==> src/rtl/mdu_iterative.sv <==
// rtl/mdu_iterative.sv - iterative MULT/MULTU/DIV/DIVU unit owning HI/LO
// MDU_FAST_MUL_EN selects a single-cycle multiply; divide is always iterative.
module mdu_iterative #(
  parameter int WIDTH = 32,
  parameter int CNT_W = 6
) (
  input  logic             clock,
  input  logic             reset,
  input  logic             start,
  input  logic [1:0]       op,
  input  logic [WIDTH-1:0] a,
  input  logic [WIDTH-1:0] b,
  input  logic             hi_we,
  input  logic             lo_we,
  input  logic [WIDTH-1:0] wdata,
  output logic             busy,
  output logic             done,
  output logic [WIDTH-1:0] hi,
  output logic [WIDTH-1:0] lo
);

  typedef enum logic [1:0] {IDLE, CALC, FIX} state_t;

  state_t           state;
  logic [CNT_W-1:0] cnt;
  logic [WIDTH-1:0] acc;
  logic [WIDTH-1:0] quo;
  logic [WIDTH-1:0] opd;
  logic             is_mul;
  logic             neg_q;
  logic             neg_r;
  logic             div0;

  logic             sgn;
  logic [WIDTH-1:0] a_mag;
  logic [WIDTH-1:0] b_mag;
  logic [WIDTH:0]   sum;
  logic [WIDTH:0]   shifted;
  logic [WIDTH:0]   diff;
  logic [WIDTH-1:0] acc_n;
  logic [WIDTH-1:0] quo_n;
  logic [2*WIDTH-1:0] prod;
  logic [2*WIDTH-1:0] prod_fix;

  assign sgn      = ~op[0];
  assign a_mag    = (sgn && a[WIDTH-1]) ? -a : a;
  assign b_mag    = (sgn && b[WIDTH-1]) ? -b : b;
  assign prod     = {acc, quo};
  assign prod_fix = neg_q ? -prod : prod;

`ifdef MDU_FAST_MUL_EN
  logic [2*WIDTH-1:0] fast_prod;
  assign fast_prod = {{WIDTH{sgn & a[WIDTH-1]}}, a} * {{WIDTH{sgn & b[WIDTH-1]}}, b};
`endif

  // One shift-add (multiply) or restoring-subtract (divide) step per cycle.
  always_comb begin
    sum     = {1'b0, acc} + (quo[0] ? {1'b0, opd} : '0);
    shifted = {acc, quo[WIDTH-1]};
    diff    = shifted - {1'b0, opd};
    if (is_mul) begin
      acc_n = sum[WIDTH:1];
      quo_n = {sum[0], quo[WIDTH-1:1]};
    end else if (!diff[WIDTH]) begin
      acc_n = diff[WIDTH-1:0];
      quo_n = {quo[WIDTH-2:0], 1'b1};
    end else begin
      acc_n = shifted[WIDTH-1:0];
      quo_n = {quo[WIDTH-2:0], 1'b0};
    end
  end

  always_ff @(posedge clock) begin
    if (!reset) begin
      state  <= IDLE;
      cnt    <= '0;
      acc    <= '0;
      quo    <= '0;
      opd    <= '0;
      is_mul <= 1'b0;
      neg_q  <= 1'b0;
      neg_r  <= 1'b0;
      div0   <= 1'b0;
      busy   <= 1'b0;
      done   <= 1'b0;
      hi     <= '0;
      lo     <= '0;
    end else begin
      done <= 1'b0;
      case (state)
        IDLE: begin
          if (start) begin
            state  <= CALC;
            busy   <= 1'b1;
            cnt    <= '0;
            acc    <= '0;
            is_mul <= ~op[1];
            quo    <= op[1] ? a_mag : b_mag;
            opd    <= op[1] ? b_mag : a_mag;
            neg_q  <= sgn & (a[WIDTH-1] ^ b[WIDTH-1]);
            neg_r  <= sgn & a[WIDTH-1];
            div0   <= op[1] & (b == '0);
`ifdef MDU_FAST_MUL_EN
            // Product is already signed-correct, so FIX only copies it out.
            if (!op[1]) begin
              state <= FIX;
              acc   <= fast_prod[2*WIDTH-1:WIDTH];
              quo   <= fast_prod[WIDTH-1:0];
              neg_q <= 1'b0;
            end
`endif
          end else begin
            if (hi_we) hi <= wdata;
            if (lo_we) lo <= wdata;
          end
        end
        CALC: begin
          acc <= acc_n;
          quo <= quo_n;
          cnt <= cnt + 1'b1;
          if (cnt == CNT_W'(WIDTH - 1)) state <= FIX;
        end
        FIX: begin
          if (is_mul) begin
            hi <= prod_fix[2*WIDTH-1:WIDTH];
            lo <= prod_fix[WIDTH-1:0];
          end else begin
            hi <= neg_r ? -acc : acc;
            lo <= div0 ? '1 : (neg_q ? -quo : quo);
          end
          done  <= 1'b1;
          busy  <= 1'b0;
          state <= IDLE;
        end
        default: state <= IDLE;
      endcase
    end
  end

endmodule

==> config.mk <==
export PLATFORM = sky130hd
export DESIGN_NAME = mdu_iterative
export DESIGN_NICKNAME = d
export VERILOG_FILES = /design/src/rtl/mdu_iterative.sv
export SDC_FILE = /design/constraint.sdc
export NUM_CORES = 1
export LEC_CHECK = 0
export CAP_MARGIN = 20
export CORE_ASPECT_RATIO = 2
export CORE_UTILIZATION = 44
export CTS_CLUSTER_DIAMETER = 200
export DETAILED_ROUTE_END_ITERATION = 8
export PLACE_DENSITY = 0.78
export SETUP_SLACK_MARGIN = 0.15
export SLEW_MARGIN = 0
export SYNTH_ARGS = -nofsm -noshare
export SYNTH_HDL_FRONTEND = slang
export SYNTH_SLANG_ARGS = --single-unit
==> constraint.sdc <==
create_clock -name clock -period 3.1 [get_ports clock]
set_input_delay 0.62 -clock clock [delete_from_list [all_inputs] [get_ports clock]]
set_output_delay 0.62 -clock clock [all_outputs]
set_load 0.02 [all_outputs]
==> results of run 1 <==
-- what timing repair did --
action | 4_1_cts | 5_1_grt
gates cloned | 1 | 1
setup endpoints to repair | 63 | 100
setup buffers | 26 | 13
gates resized for setup | 165 | 130
hold buffers | 0 | 0
pin swaps | 55 | 75
-- sequential cells by signal, indices dropped and copies added (netlist names) --
name,count
acc,32
div0,1
done,1
cnt,6
neg_r,1
state,2
lo,32
busy,1
neg_q,1
hi,32
opd,32
quo,32
is_mul,1
-- worst paths after layout --
path / startpoint / end / depth (start not counted)
worst min-delay path: lo[16] / lo[16] / 2
worst max-delay path: quo[0] / acc[24] / 16
worst max register to register: quo[0] / acc[24] / 16
worst min register to register: lo[16] / lo[16] / 2
-- per-stage QoR --
step                power [W]  std cells  hold WS (ns)
global placement      0.00742       2764         0.435
global route           0.0115       2839         0.474
finish                 0.0111       2841         0.454
CTS                    0.0103       2823         0.455
floorplan             0.00563       2002         0.432
detailed placement    0.00750       2764         0.444
-- power groups by stage --
stage               clock network [W]  logic (W)  registers (W)
finish                        0.00227    0.00618        0.00260
global route                  0.00236    0.00651        0.00262
CTS                           0.00227    0.00547        0.00258
detailed placement                  0    0.00487        0.00262
global placement                    0    0.00481        0.00261
floorplan                           0    0.00296        0.00267
-- area by class of cell --
| class | instances | share of cell area (%) |
|---|---|---|
| clock inverter | 14 | 0.798 |
| multi-input combinational | 1630 | 55.1 |
| clock buffer | 18 | 2.11 |
| antenna | 2 | 0.0240 |
| timing repair buffer | 500 | 21.3 |
| inverter | 71 | 1.36 |
| tap | 432 | 2.59 |
| sequential | 174 | 16.8 |
-- cell families (layout without fill, tap and decap cells) --
kind of cell / after synthesis / in the layout
buffers and inverters: 198 / 603
AO/OA/AOI/OAI: 654 / 654
XOR/XNOR: 163 / 163
multiplexers: 61 / 61
adder cells (fa/ha/maj): 71 / 71
other: 0 / 2
AND/OR/NAND/NOR: 681 / 681
flip-flops: 174 / 174
-- worst max-delay path: stages, from the launching register on --
cell and delay (ns):
dfxtp_4 0.36, buf_4 0.13, nand2_2 0.09, inv_1 0.07, ha_4 0.22, a211oi_2 0.60, o21ai_1 0.14, buf_4 0.19
o2111ai_4 0.20, a21oi_2 0.07, buf_4 0.16, a2111oi_4 0.33, buf_4 0.18, o31ai_4 0.07, xnor2_1 0.18, a21oi_1 0.08
a22o_1 0.24
-- cell usage in the layout, fill, tap and decap left out, types with 50 or more instances in the layout --
cell type and n:
buf_4 297, nand2_1 217, nor2_1 202, a21oi_1 196, dfxtp_1 160, clkdlybuf4s50_1 160
o21ai_0 95, xnor2_1 80, xor2_1 78, ha_1 56, inv_1 50, mux2i_1 50
-- layer usage --
metal / vias to the layer above / GRT usage [%] / part of all wire [%]
met1: 8450 / 37.7 / 32
met4: 2 / 39.0 / 12
li1: 8074 / - / -
met5: - / 0 / 0.057
met3: 460 / 13.0 / 9.3
met2: 1075 / 64.6 / 47
==> impl_metrics.yaml, run 1 <==
sta:
  min_period_ns: 3.42
  fin_setup_tns_ns: -2.60
  finalCritPeriodShare_pct: 110
  hold_viol: 0
  rsz0062_at_grt: "yes"
  worst_slack_ns: -0.325
  drv_slew: 0
  worst_pin_slew_ns: 1.23
  slew_headroom_pct: 17.8
  max_freq_ghz: 0.292
  setup_violations: 32
  fin_skew_ns: 0.0123
finish:
  multi_input_area_um2: 11500
  area_delta_synth_final_pct: 43.0
  final_util_pct: 63.6
  num-fill-cells: 2693
  final_area_um2: 20900
  drive_gt1_share_pct: 24.7
  final_net_count: 2568
  regArea_um2: 3500
place:
  dp_slack_ns: -0.863
  portBuffers: 168
  post_dp_cell_area_um2: 18600
  dpl.hpwl_um: 48100
  gp_congestion: 0.982
logic_synthesis:
  syn-cell-area_um2: 14600
  synth_top_area_share_pct: 23.9
  synth_top_family_by_area: "compound AO/OA/AOI/OAI gates"
  ys_types: 83
  netlist_top_cells_count: "221 x nand2_1, 219 x nor2_1, 218 x a21oi_1, 174 x dfxtp_1, 123 x o21ai_0"
  synthAdderAreaFrac_pct: 6.19
  postSynthCellCount: 2002
  ys_warn_count: 0
  synth_ff_type: "dfxtp_1"
  syn_nets: 2176
  synth-compound-area-share_pct: 28.7
  async_flop_share_pct: 0
  synth_xor_area_share_pct: 9.84
  yosysMostFrequentCell: "nand2_1"
  synth_top_area_cell: "dfxtp_1"
  yosys_register_bits: 174
  ys_seq_area_share_pct: 23.9
  synth.mux.area_fraction_pct: 4.22
  syn_area_per_cell_um2: 7.29
  synthTopCellsByArea: "dfxtp_1 24%, a21oi_1 7.5%, ha_1 5.9%, nand2_1 5.7%, nor2_1 5.6%"
  synth_edf_count: 0
  synthSimpleGateAreaFrac_pct: 21.9
routing:
  via_per_inst: 6.36
  drt-wirelength-per-cell_um: 23.9
  drtAntennaViolNets: 0
  drt_iter0_markers: 1731
  routed_wl_um: 68000
  drtPass1Iterations: 9
  drc: 0
  vias: 18100
floorplanning:
  dieArea_um2: 33900
  ios: 169
  start_util_pct: 44.5
  die_y_um: 260
  die_w_um: 131
  core_area_um2: 32800
  num_rows: 94
worst_setup_path:
  start_kind: "flop"
  worstPathRequired_ns: 3.46
  crit_type: "reg -> reg"
  rrSetupSlack_ns: -0.32
  end_kind: "flop"
  arrival_ns: 3.78
  worst-path-max-fanout: 4
clock_network:
  clk_pin_slew_ns: 0.07
  cts_buffers: 17
  numClockSinks: 174
  cts-htree-levels: 4
  cts_tree: "built"
  cts.path.max_buffers: 2
  clock-root-buffer: "clkbuf_16"
  clk-insertion-delay-late_ns: 0.47
grt:
  antenna_found_initial: 4
  grt_max_degree: 100
  grt_pass1_vias: 17300
  track_usage_pct: 39.5
  grt_pass1_wl_um: 98800
  grt_overflow: 0
run:
  max-cap-violations: 0
pwr:
  p_per_area_nw_per_um2: 530
  p_leak_nw: 8.49
  p_seq_share_pct: 23.6
  switching_power_w: 0.00464
  comb_power_share_pct: 55.9
  ir_drop_uv: 512
  pwr-share-clk_pct: 20.6
  p_int_w: 0.00641
  swShare_pct: 42.0
hold_path:
  hp-class: "reg -> reg"
run_status:
  violations: "setup timing"
  status: "finished with violations"
No activity file was read; power rests on OpenSTA's default activity.
==> run 2, diff against run 1 <==
--- a/config.mk
+++ b/config.mk
@@ -5,7 +5,7 @@
 export SDC_FILE = /design/constraint.sdc
 export NUM_CORES = 1
 export LEC_CHECK = 0
-export CAP_MARGIN = 20
+export CAP_MARGIN = 25
 export CORE_ASPECT_RATIO = 2
 export CORE_UTILIZATION = 44
 export CTS_CLUSTER_DIAMETER = 200
==> impl_metrics.yaml, run 2 (synthesis results as in run 1) <==
run_status:
  status: "finished with violations"
  violations: "capacitance limit, slew limit, setup timing"
clock_network:
  clock-root-buffer: "clkbuf_16"
  cts.path.max_buffers: 2
  clk_pin_slew_ns: 0.08
  cts-htree-levels: 4
  clk-insertion-delay-late_ns: 0.47
  cts_tree: "built"
  numClockSinks: 174
  cts_buffers: 17
  holdBufCountCts: 0
hold_path:
  hp-class: "reg -> reg"
routing:
  wl_met3_um: 6330
  maxUsedRoutingLayer: "met4"
  vias: 18100
  drtAntennaViolNets: 0
  drt-wirelength-per-cell_um: 24.0
  routed_wl_um: 68300
  routed-wl-met2_um: 32000
  drc: 0
  drtPass1Iterations: 8
  drt_iter0_markers: 1920
  via_per_inst: 6.35
  routedLengthMet1_um: 22000
floorplanning:
  die_w_um: 131
  die_y_um: 260
  ios: 169
  num_rows: 94
  dieArea_um2: 33900
  start_util_pct: 44.5
  core_area_um2: 32800
sta:
  worst_slack_ns: -0.230
  fin_skew_ns: 0.0128
  max_freq_ghz: 0.300
  worst_pin_slew_ns: 1.56
  min_period_ns: 3.33
  finalCritPeriodShare_pct: 107
  slew_headroom_pct: -4.15
  setup_violations: 32
  rsz0062_at_grt: "yes"
  drv_slew: 4
  hold_viol: 0
pwr:
  p_seq_share_pct: 23.5
  p_int_w: 0.00643
  p_leak_nw: 8.50
  p_per_area_nw_per_um2: 530
  swShare_pct: 42.0
  switching_power_w: 0.00465
  power_w: 0.0111
  pwr-share-clk_pct: 20.5
  ir_drop_uv: 484
  comb_power_share_pct: 56.0
place:
  portBuffers: 168
  gp_congestion: 0.982
  dpl.hpwl_um: 48100
  dp_slack_ns: -0.863
finish:
  area_delta_synth_final_pct: 43.2
  final_util_pct: 63.7
  drive_gt1_share_pct: 24.7
  final_net_count: 2570
  layout_common_cells: "296 x buf_4, 216 x nand2_1, 203 x nor2_1"
  layout_commonest_cell: "buf_4"
run:
  max-cap-violations: 1
worst_setup_path:
  cpMostUsedCell: "buf_6"
  worstPathRequired_ns: 3.48
  cp_slowest_cell: "fa_2"
  worst-path-max-fanout: 4
  crit_type: "reg -> reg"
  path_cells: "buf_6 > ha_4 > fa_2 > nand2b_4 > a211oi_4 > o31ai_4 > a21oi_2 > a41o_1 > o21ai_4 > xor2_4 > buf_6 > buf_6 > buf_6 > or3_1 > a31oi_1"
  end_kind: "flop"
  cp_slowest_stage_delay_ns: 0.37
  start_kind: "flop"
  arrival_ns: 3.71
grt:
  grt_pass1_vias: 17300
  antenna_found_initial: 2
  grt_max_degree: 100
  grt_pass1_wl_um: 98800
  grt_overflow: 0
  track_usage_pct: 39.5
[run 2: repair_timing]
action / CTS / global route
cloned: 1 / 1
endpoints found under the setup margin: 63 / 100
pin swaps: 55 / 81
buffers inserted: 26 / 14
gates resized for setup: 165 / 136
[run 2: worst paths after layout]
kind | cells past startpoint | endpoint | startpoint | slack, ns
max | 15 | acc[0] | opd[0] | -0.23
min | 2 | lo[16] | lo[16] | 0.45
max reg2reg | 15 | acc[0] | opd[0] | -0.23
min reg2reg | 2 | lo[16] | lo[16] | 0.45
[run 2: power groups by stage]
stage / registers, W / logic (W) / clock network [W]
final: 0.00260 / 0.00620 / 0.00227
after global routing: 0.00262 / 0.00653 / 0.00236
after CTS: 0.00258 / 0.00547 / 0.00227
after detailed placement: 0.00262 / 0.00487 / 0
after global placement: 0.00261 / 0.00481 / 0
after floorplan: 0.00267 / 0.00296 / 0
[run 2: metal layers]
layer	vias up	track usage (%)
met5	-	0
met4	0	39.0
met3	452	13.0
met2	1074	64.6
met1	8454	37.7
li1	8074	-
[run 2: worst max-delay path: cells and delay by family, from the launching register on]
family,cells,cell delay [ns]
adder cells (fa/ha/maj),2,0.52
flip-flops,1,0.33
AND/OR/NAND/NOR,2,0.49
buffers and inverters,4,0.50
AO/OA/AOI/OAI,6,1.21
XOR/XNOR,1,0.18
[run 2: per-stage QoR]
stage / hold slack (ns) / TNS [ns] / cell area [µm²] / instances
finish: 0.455 / -2.54 / 20900 / 2843
global route: 0.474 / -4.99 / 20900 / 2841
CTS: 0.455 / -0.134 / 20100 / 2823
detailed placement: 0.444 / -18.45 / 18600 / 2764
global placement: 0.435 / -13.76 / 18600 / 2764
floorplan: 0.432 / 0 / 14700 / 2002
[run 2: layout make-up]
type	instances	area [µm²]
Timing Repair Buffer	502	4480
Inverter	71	285
Clock inverter	14	166
Clock buffer	18	439
Tap cell	432	541
Multi-Input combinational cell	1630	11500
Antenna cell	2	5.00
Sequential cell	174	3500
Fill cell	2687	11900
